## src/rtl/rle_decoder_if.sv

```systemverilog
// rle_decoder_if: bundles the write, read and status signals of the
// run-length decoder.
//   slave  modport - decoder side (takes pairs and rd_en, drives the stream and status)
//   master modport - producer/consumer side (the mirror image)
// Signals:
//   CS                 chip select, gates every write, pop and consume
//   wr_en/wr_din/wr_cin  write request with symbol and repeat count
//   wr_full            pair FIFO holds DEPTH pairs
//   rd_en              consumer ready
//   rd_out/rd_valid/rd_last  output symbol, valid flag, last beat of run
//   empty              nothing stored and no run in progress
//   ovf                sticky overflow flag
interface rle_decoder_if #(
  parameter int DW = 8,
  parameter int CW = 4
);
  logic          CS;
  logic          wr_en;
  logic [DW-1:0] wr_din;
  logic [CW-1:0] wr_cin;
  logic          wr_full;
  logic          rd_en;
  logic [DW-1:0] rd_out;
  logic          rd_valid;
  logic          rd_last;
  logic          empty;
  logic          ovf;

  modport slave (
    input  CS, wr_en, wr_din, wr_cin, rd_en,
    output wr_full, rd_out, rd_valid, rd_last, empty, ovf
  );

  modport master (
    output CS, wr_en, wr_din, wr_cin, rd_en,
    input  wr_full, rd_out, rd_valid, rd_last, empty, ovf
  );
endinterface

```

## src/rtl/rle_decoder.sv

```systemverilog
// rle_decoder: run-length decoder. (symbol, count) pairs are written into a
// DEPTH-entry FIFO; an IDLE/RUN expander pops them and emits each symbol
// count times on a valid/ready stream with no bubble between runs.
// Ports:
//   CLK  - clock, rising edge
//   RST  - asynchronous active-high reset, flushes FIFO and expander
//   bus  - rle_decoder_if.slave (write side, read stream, status flags)
module rle_decoder #(
  parameter int DW    = 8,
  parameter int CW    = 4,
  parameter int DEPTH = 8,
  parameter int AW    = 3
) (
  input  logic           CLK,
  input  logic           RST,
  rle_decoder_if.slave   bus
);

  typedef enum logic [0:0] {IDLE = 1'b0, RUN = 1'b1} state_t;

  localparam logic [CW-1:0] REM_ONE = {{(CW-1){1'b0}}, 1'b1};
  localparam logic [AW:0]   PTR_ONE = {{AW{1'b0}}, 1'b1};

  logic [DW-1:0] mem_sym [DEPTH];
  logic [CW-1:0] mem_cnt [DEPTH];

  state_t        state_q, state_d;
  logic [AW:0]   wr_ptr_q, wr_ptr_d;
  logic [AW:0]   rd_ptr_q, rd_ptr_d;
  logic [DW-1:0] rd_out_q, rd_out_d;
  logic [CW-1:0] rem_q, rem_d;
  logic          rd_valid_q, rd_valid_d;
  logic          ovf_q, ovf_d;

  logic          fifo_empty_s;
  logic          fifo_full_s;
  logic          wr_req_s;
  logic          wr_accept_s;
  logic          wr_reject_s;
  logic          consume_s;
  logic          last_beat_s;
  logic          pop_s;

  // FIFO status from the extra pointer bit: same address with differing wrap bits means full.
  always_comb begin
    fifo_empty_s = (wr_ptr_q == rd_ptr_q);
    fifo_full_s  = (wr_ptr_q[AW] != rd_ptr_q[AW]) &&
                   (wr_ptr_q[AW-1:0] == rd_ptr_q[AW-1:0]);
  end

  // Write-side qualification; zero-count pairs are neither stored nor flagged.
  always_comb begin
    wr_req_s    = bus.CS && bus.wr_en && (bus.wr_cin != {CW{1'b0}});
    wr_accept_s = wr_req_s && !fifo_full_s;
    wr_reject_s = wr_req_s && fifo_full_s;
    consume_s   = bus.CS && rd_valid_q && bus.rd_en;
    last_beat_s = (rem_q == REM_ONE);
  end

  // Pop decision: fill an idle expander, or reload on the last beat so runs stay contiguous.
  always_comb begin
    pop_s = 1'b0;
    case (state_q)
      IDLE:    pop_s = bus.CS && !fifo_empty_s;
      RUN:     pop_s = consume_s && last_beat_s && !fifo_empty_s;
      default: pop_s = 1'b0;
    endcase
  end

  // Next-state logic for the expander.
  always_comb begin
    state_d = state_q;
    case (state_q)
      IDLE: begin
        if (pop_s) begin
          state_d = RUN;
        end else begin
          state_d = IDLE;
        end
      end
      RUN: begin
        if (consume_s && last_beat_s && !pop_s) begin
          state_d = IDLE;
        end else begin
          state_d = RUN;
        end
      end
      default: state_d = IDLE;
    endcase
  end

  // Expander datapath: load on pop, count down on consume, otherwise hold.
  always_comb begin
    rd_out_d   = rd_out_q;
    rem_d      = rem_q;
    rd_valid_d = rd_valid_q;
    if (pop_s) begin
      rd_out_d   = mem_sym[rd_ptr_q[AW-1:0]];
      rem_d      = mem_cnt[rd_ptr_q[AW-1:0]];
      rd_valid_d = 1'b1;
    end else if (consume_s) begin
      rem_d      = rem_q - REM_ONE;
      rd_valid_d = !last_beat_s;
    end else begin
      rd_valid_d = rd_valid_q;
    end
  end

  // Pointer advance and sticky overflow.
  always_comb begin
    if (wr_accept_s) begin
      wr_ptr_d = wr_ptr_q + PTR_ONE;
    end else begin
      wr_ptr_d = wr_ptr_q;
    end
    if (pop_s) begin
      rd_ptr_d = rd_ptr_q + PTR_ONE;
    end else begin
      rd_ptr_d = rd_ptr_q;
    end
    ovf_d = ovf_q || wr_reject_s;
  end

  // Pair storage; contents need no reset because the pointers gate every read.
  always_ff @(posedge CLK) begin
    if (wr_accept_s) begin
      mem_sym[wr_ptr_q[AW-1:0]] <= bus.wr_din;
      mem_cnt[wr_ptr_q[AW-1:0]] <= bus.wr_cin;
    end
  end

  // State and control registers.
  always_ff @(posedge CLK or posedge RST) begin
    if (RST) begin
      state_q    <= IDLE;
      wr_ptr_q   <= {(AW+1){1'b0}};
      rd_ptr_q   <= {(AW+1){1'b0}};
      rd_out_q   <= {DW{1'b0}};
      rem_q      <= {CW{1'b0}};
      rd_valid_q <= 1'b0;
      ovf_q      <= 1'b0;
    end else begin
      state_q    <= state_d;
      wr_ptr_q   <= wr_ptr_d;
      rd_ptr_q   <= rd_ptr_d;
      rd_out_q   <= rd_out_d;
      rem_q      <= rem_d;
      rd_valid_q <= rd_valid_d;
      ovf_q      <= ovf_d;
    end
  end

  assign bus.wr_full  = fifo_full_s;
  assign bus.rd_out   = rd_out_q;
  assign bus.rd_valid = rd_valid_q;
  assign bus.rd_last  = rd_valid_q && last_beat_s;
  assign bus.empty    = fifo_empty_s && !rd_valid_q;
  assign bus.ovf      = ovf_q;

endmodule

```

## src/flat_wrapper.sv

```systemverilog
// flat-port wrapper written by rule: the top's interface ports become plain ports
module rle_decoder_flat 
#(
  parameter int DW    = 8,
  parameter int CW    = 4,
  parameter int DEPTH = 8,
  parameter int AW    = 3
)
  (CLK, RST, bus_CS, bus_wr_en, bus_wr_din, bus_wr_cin, bus_rd_en, bus_wr_full, bus_rd_out, bus_rd_valid, bus_rd_last, bus_empty, bus_ovf);
  rle_decoder_if #(.DW(DW), .CW(CW)) bus_i ();
  input  logic CLK;
  input  logic RST;
  input wire logic [$bits(bus_i.CS)-1:0] bus_CS;
  input wire logic [$bits(bus_i.wr_en)-1:0] bus_wr_en;
  input wire logic [$bits(bus_i.wr_din)-1:0] bus_wr_din;
  input wire logic [$bits(bus_i.wr_cin)-1:0] bus_wr_cin;
  input wire logic [$bits(bus_i.rd_en)-1:0] bus_rd_en;
  output wire logic [$bits(bus_i.wr_full)-1:0] bus_wr_full;
  output wire logic [$bits(bus_i.rd_out)-1:0] bus_rd_out;
  output wire logic [$bits(bus_i.rd_valid)-1:0] bus_rd_valid;
  output wire logic [$bits(bus_i.rd_last)-1:0] bus_rd_last;
  output wire logic [$bits(bus_i.empty)-1:0] bus_empty;
  output wire logic [$bits(bus_i.ovf)-1:0] bus_ovf;
  assign bus_i.CS = bus_CS;
  assign bus_i.wr_en = bus_wr_en;
  assign bus_i.wr_din = bus_wr_din;
  assign bus_i.wr_cin = bus_wr_cin;
  assign bus_i.rd_en = bus_rd_en;
  assign bus_wr_full = bus_i.wr_full;
  assign bus_rd_out = bus_i.rd_out;
  assign bus_rd_valid = bus_i.rd_valid;
  assign bus_rd_last = bus_i.rd_last;
  assign bus_empty = bus_i.empty;
  assign bus_ovf = bus_i.ovf;
  rle_decoder #(.DW(DW), .CW(CW), .DEPTH(DEPTH), .AW(AW)) u_core (.CLK(CLK), .RST(RST), .bus(bus_i));
endmodule
```

## config.mk

```make
export PLATFORM = sky130hd
export DESIGN_NAME = rle_decoder_flat
export DESIGN_NICKNAME = d
export VERILOG_FILES = /design/src/rtl/rle_decoder_if.sv /design/src/rtl/rle_decoder.sv /design/src/flat_wrapper.sv
export SDC_FILE = /design/constraint.sdc
export NUM_CORES = 1
export LEC_CHECK = 0
export CAP_MARGIN = 0
export CORE_UTILIZATION = 30
export DETAILED_ROUTE_END_ITERATION = 16
export SYNTH_ARGS = -nofsm -noshare
export SYNTH_HDL_FRONTEND = slang
export SYNTH_SLANG_ARGS = --single-unit
```

## constraint.sdc

```tcl
create_clock -name CLK -period 3.1 [get_ports CLK]
set_clock_uncertainty 0.05 [all_clocks]
set_input_delay 0.465 -clock CLK [delete_from_list [all_inputs] [get_ports CLK]]
set_output_delay 0.465 -clock CLK [all_outputs]
set_load 0.005 [all_outputs]
```

[After elaboration in Yosys (flattened, before gate mapping)]
Memory sizes are Yosys's and may differ from the RTL's. A register that Yosys moved wholly into a read port is not among the register bits.
Index checks and enable logic that the tools add are counted.
Word-level totals
  register bits after elaboration: 15
  memory bits (writable): 96
  input bits: 17
  output and inout port bits: 13
  logic and storage cells: 47
  memories kept: 2
Memory list
  u_core.mem_sym: depth 8, width 8, read ports 1, clocked after Yosys merged registers in 1, write ports 1, RTL line rle_decoder.sv:24  | logic [DW-1:0] mem_sym [DEPTH];
  u_core.mem_cnt: depth 8, width 4, read ports 1, clocked after Yosys merged registers in 0, write ports 1, RTL line rle_decoder.sv:25  | logic [CW-1:0] mem_cnt [DEPTH];
Cells by class
  add/subtract/negate cells: 3
  equal/unequal tests: 4
  multiplexer cells: 10
  bitwise operators: 1
  reductions and logical operators: 21
Operators by type and width (count)
  $logic_and A1 B1 Y1: 13
  $add A4 B1 Y4 const B: 2
  $mux W4: 2
  $mux W1: 6
  $logic_not A1 Y1: 5
  $eq A4 B1 Y1 const B: 1
  $eq A4 B4 Y1: 1
  $pmux W1 S2: 2
  $reduce_bool A4 Y1: 1
  $sub A4 B1 Y4 const B: 1
  $eq A3 B3 Y1: 1
  $reduce_bool A2 Y1: 1
  $logic_or A1 B1 Y1: 1
  $ne A1 B1 Y1: 1
  $not A1 Y1: 1

[Logic depth before layout (Yosys ltp)]
  depth after elaboration: 9
  depth in mapped cells: 7
  mapped depth without buffers: 5

[Least setup slack after synthesis]
OpenSTA, ideal clock, no wires.
  path kind: flip-flop to flip-flop
  from: register u_core.wr_ptr_q[1]
  to: memory u_core.mem_cnt[0][0], enable pin
  library setup time: 0.396 ns
  arrival: 1.916 ns
  data required time: 2.654 ns
  setup slack: 0.737 ns
  cell stages (with the launch flop): 6
  buffers on the path: 1
  period minus slack after synthesis: 2.363 ns
  cells stage by stage: dfrtp_1 > clkbuf_2 > xnor2_2 > nand4_1 > nand3b_1 > nor3_1
On the way
  longest elaborated chain between the ends: 6
Ends and longest elaborated chain
  from (decl): RTL line rle_decoder.sv:28  | logic [AW:0] wr_ptr_q, wr_ptr_d;
  from (signal assigned): RTL line rle_decoder.sv:136  | wr_ptr_q <= {(AW+1){1'b0}};
  from (signal assigned): RTL line rle_decoder.sv:144  | wr_ptr_q <= wr_ptr_d;
  $eq A3 B3 Y1: RTL line rle_decoder.sv:48  | (wr_ptr_q[AW-1:0] == rd_ptr_q[AW-1:0]);
  $logic_and A1 B1 Y1: RTL line rle_decoder.sv:47  | fifo_full_s = (wr_ptr_q[AW] != rd_ptr_q[AW]) &&
  $logic_not A1 Y1: RTL line rle_decoder.sv:54  | wr_accept_s = wr_req_s && !fifo_full_s;
  $logic_and A1 B1 Y1: RTL line rle_decoder.sv:54
  $mux W1: RTL line rle_decoder.sv:126  | if (wr_accept_s) begin
  $mux W1 (not written as such): RTL line rle_decoder.sv:128  | mem_cnt[wr_ptr_q[AW-1:0]] <= bus.wr_cin;
  to (decl): RTL line rle_decoder.sv:25
Parallel ways exist; a longest one is shown, timed or not.

[Worst setup path in the final report]
  from: register u_core.wr_ptr_q[2]
  to: output bus_empty
On the way
  longest elaborated chain between the ends: 2
Ends and longest elaborated chain
  $eq A4 B4 Y1: RTL line rle_decoder.sv:46  | fifo_empty_s = (wr_ptr_q == rd_ptr_q);
  $logic_and A1 B1 Y1: RTL line rle_decoder.sv:157  | assign bus.empty = fifo_empty_s && !rd_valid_q;
  to (decl): RTL line flat_wrapper.sv:22  | output wire logic [$bits(bus_i.empty)-1:0] bus_empty;
Every way passes these cells.

==> summary.md <==
| Metric | Value |
|---|---|
| Share of power burned in combinational logic | `0.278` |
| Cell Pwr Density | `942 mW/mm2` |
| Delay of the slowest critical-path stage | `0.53 ns` |
| Cell chosen for the clock root | `sky130_fd_sc_hd__clkbuf_16` |
| Detail-routed via count per cell | `4.52` |
| Antenna violations before repair | `0` |
| Maximum net fanout on the critical path | `20` |
| Drt total wl | `9500 um` |
| CTS tree | `yes` |
| Critical Path Stages | `4` |
| Hold-fix buffers at CTS | `0` |
| Ranking of synthesized cells by area | `sky130_fd_sc_hd__edfxtp_1 59%, sky130_fd_sc_hd__dfrtp_1 12%, sky130_fd_sc_hd__mux4_2 11%` |
| Post-Syn Area per Cell | `19.0 um2` |
| Drt first pass iters | `4` |
| Area Growth Syn to Fin | `24.4%` |
| Synth warnings | `0` |
| Number of nets in the final layout | `about 330` |
| Number of buffer and inverter stages on the critical path | `1` |
| Number of cells on the worst reg-to-reg path | `5` |
| RSZ-0062 raised after global routing | `no` |
| Arrival time of the worst setup path | `2.29 ns` |
| Total GRT Usage | `0.126` |
| Synth Net Count | `276` |
| Distinct cell type count of the synthesized netlist | `33` |
| Starting density of the core | `0.307` |
| Vias in the first global route | `2569` |
| Area share of the largest cell type after synthesis | `0.594` |
| Smallest hold slack | `0.457 ns` |
| Num ports | `30` |
| Fraction of layout instances using a drive strength above 1 | `0.252` |
| Max-cap violations | `0` |
| Post-Synthesis Cell Area | `0.00486 mm2` |
| Weighted congestion at the end of routability-driven global placement | `0.727` |
| Number of rows in the core area | `46` |
| H-tree depth reported by CTS | `4` |
| Element type at the critical path start | `register` |
| Routed wirelength normalized by instance count | `between 15 and 20 um` |
| Final standard cell count with taps included and fillers excluded | `537` |
| Count of final hold-check violations | `0` |
| Placed Cells | `505` |
| Resize count post-CTS | `0` |
| Number of fill cells in the layout | `1434` |
| Number of buffers created by CTS | `17` |
| Register area share after synthesis | `0.712` |
| Final core occ | `0.382` |
| Number of synthesized register bits | `about 120` |
| Max IR drop VDD | `0.420 mV` |
| Worst-path cell with the longest stage delay | `sky130_fd_sc_hd__clkdlybuf4s50_1` |
| Worst max-slew margin expressed relative to the limit | `0.358` |
| Max Buffers Root-to-Sink | `2` |
| Worst reg-to-reg setup slack | `1.09 ns` |
| Largest net degree at the start of global routing | `28` |
| Synth Instances | `255` |
| Clock transition time at the flip-flop clock pins of the worst setup and hold paths | `0.05 ns` |
| Die ar. | `0.0167 mm2` |
| Switching power as a share of total power | `0.280` |
| Number of setup violations in the final report | `0` |
| Start point of the worst min-delay path | `u_core.rd_ptr_q[3]$_DFFE_PP0P_` |
| Vias post-DR | `2429` |
| Buffers inserted by post-CTS timing repair | `0` |
| Proportion of power drawn by flip-flops and latches | `0.380` |
| Sum of negative setup slack | `0 ns` |
| Critical path required time | `between 2 and 3 ns` |
| Internal Pwr Total | `a little over 4 mW` |
| Number of input and output port buffers inserted | `29` |
| Max-slew violations | `0` |
| Start point of the critical path | `u_core.wr_ptr_q[2]$_DFFE_PP0P_` |
| Startpoint of the most critical register-to-register path | `u_core.wr_ptr_q[2]$_DFFE_PP0P_` |
| Cell count of the worst hold path | `1` |
| Worst r2r dst | `u_core.mem_sym[4][2]$_DFFE_PP_` |
| Clock Latency Late Sink | `0.40 ns` |
| Worst Path Class, Setup | `register to output port` |
| Result of the run | `complete, no violations` |
| Leakage | `2.15 nW` |
| First-pass GRT wire length | `14900 um` |
| Cell type with the highest aggregate area in the netlist | `sky130_fd_sc_hd__edfxtp_1` |
| Period Utilization, post-route | `0.904` |
| Measured slew at the worst slew-check pin | `0.963 ns` |
| Number of diodes added for antenna fixing | `0` |
| Clk network pwr share | `0.342` |
| Worst-path cell chain | `xnor2_2 -> nand4b_4 -> nor2_1 -> clkdlybuf4s50_1` |
| Area of the core | `0.0158 mm2` |
| Clock tree sinks | `119` |
| Tightest Hold Check Type | `register to register` |
| Total chip power | `approximately 5.7 mW` |
| Endpoint type of the worst setup path | `output port` |
| Detailed placer's ending HPWL | `6080 um` |
| Violation count after the first detailed-route iteration | `159` |
| Post-layout minimum cycle time | `2.80 ns` |
| Die Wd | `~130 um` |
| Die Ht | `129 um` |
| Crit-path leading delay family | `simple AND/OR/NAND/NOR gates` |
| Switching pwr | `1.59 mW` |
| Endpoint with the worst hold slack | `u_core.rd_ptr_q[3]$_DFFE_PP0P_` |
| Drt drc | `0` |
| Final ANT Viol Nets | `0` |
| Fmax | `between 0.3 and 0.4 GHz` |
| Residual overflow from global routing | `0` |
==> Yosys cell counts, drive strengths merged <==
cell type  number
mux2            2
nor2b           1
a31oi           8
a41o            1
nor3            2
clkbuf          1
edfxtp         96
nand3           7
buf            13
a21o            1
and3            4
nand2           9
nor2            9
nand2b          2
xnor2          11
dfrtp          23
xor2            2
mux2i          16
mux4           24
nand4           1
ha              4
nand4b          1
a21oi           9
nand3b          1
inv             5
nor4            2
==> kinds of logic after synthesis <==
logic type,synth area share
adders and majority gates,0.0103
xor gates and xnor gates,0.0281
muxes,0.150
and+or+nand+nor,0.0474
AOI/OAI and AO/OA,0.0232
buffers and inverters,0.0291
DFF,0.712
==> through the flow <==
| stage | area [um2] | worst slack [ns] |
|---|---|---|
| floorplan | 4860 | 0.737 |
| global placement | 5450 | 0.528 |
| detailed placement | 5450 | 0.464 |
| CTS | 6040 | 0.270 |
| global route | 6040 | 0.143 |
| finish | 6040 | 0.298 |
==> worst max-delay path by stage <==
stage / end / slack [ns]
final: bus_empty / 0.30
after global routing: bus_empty / 0.14
after CTS: bus_empty / 0.27
after detailed placement: u_core.mem_cnt[7][3]$_DFFE_PP_ / 0.46
after global placement: u_core.mem_cnt[7][3]$_DFFE_PP_ / 0.53
after floorplan: u_core.mem_cnt[0][0]$_DFFE_PP_ / 0.74
==> registers in the layout (all words and copies together) (netlist names) <==
signal and cells:
u_core.mem_sym 64, u_core.rem_q 4, u_core.bus.rd_valid 1, u_core.bus.ovf 1, u_core.rd_ptr_q 4, u_core.mem_cnt 32
u_core.wr_ptr_q 4, u_core.state_q 1, u_core.bus.rd_out 8
==> final cells by class <==
cell class	count	area [um2]	share of cell area
sequential	119	3460	0.573
multi-input combinational	117	1270	0.210
clock buffer	23	468	0.0775
timing repair buffer	48	433	0.0717
tap	216	270	0.0447
clock inverter	9	125	0.0207
inverter	5	18.8	0.00311
==> routing by layer <==
metal  global-route usage  vias to the layer above  routed length, um
li1                     -                     1111                  -
met5                    0                        -                  0
met3               0.0347                       10                325
met4               0.0512                        0                134
met2                0.206                       50               4720
met1                0.158                     1258               4320
==> power groups by stage <==
stage | logic [mW] | clock network, mW | registers [mW]
6_report | 1.58 | 1.94 | 2.16
5_1_grt | 1.73 | 2.05 | 2.19
3_3_place_gp | 1.59 | 0 | 2.18
2_1_floorplan | 1.25 | 0 | 2.12
4_1_cts | 1.62 | 1.98 | 2.17
3_5_place_dp | 1.61 | 0 | 2.19
==> cells in the final DEF, fill, tap and decap left out, types with 2 or more instances in the layout <==
cell type / n
sky130_fd_sc_hd__nand2b_1: 2
sky130_fd_sc_hd__mux2i_1: 16
sky130_fd_sc_hd__mux4_2: 24
sky130_fd_sc_hd__buf_4: 19
sky130_fd_sc_hd__dfrtp_1: 23
sky130_fd_sc_hd__xnor2_2: 3
sky130_fd_sc_hd__nand2_1: 7
sky130_fd_sc_hd__nor4_1: 2
sky130_fd_sc_hd__xor2_1: 2
sky130_fd_sc_hd__nand3_1: 7
sky130_fd_sc_hd__xnor2_1: 8
sky130_fd_sc_hd__clkbuf_16: 17
sky130_fd_sc_hd__clkbuf_8: 2
sky130_fd_sc_hd__bufinv_16: 3
sky130_fd_sc_hd__edfxtp_1: 96
sky130_fd_sc_hd__clkinv_2: 3
sky130_fd_sc_hd__clkbuf_1: 4
sky130_fd_sc_hd__clkdlybuf4s50_1: 29
sky130_fd_sc_hd__inv_1: 5
sky130_fd_sc_hd__ha_1: 4
sky130_fd_sc_hd__a21oi_1: 9
sky130_fd_sc_hd__nor2_1: 9
sky130_fd_sc_hd__a31oi_1: 8
sky130_fd_sc_hd__and3_1: 3
sky130_fd_sc_hd__nor3_2: 2
No activity file was read; power rests on OpenSTA's default activity.
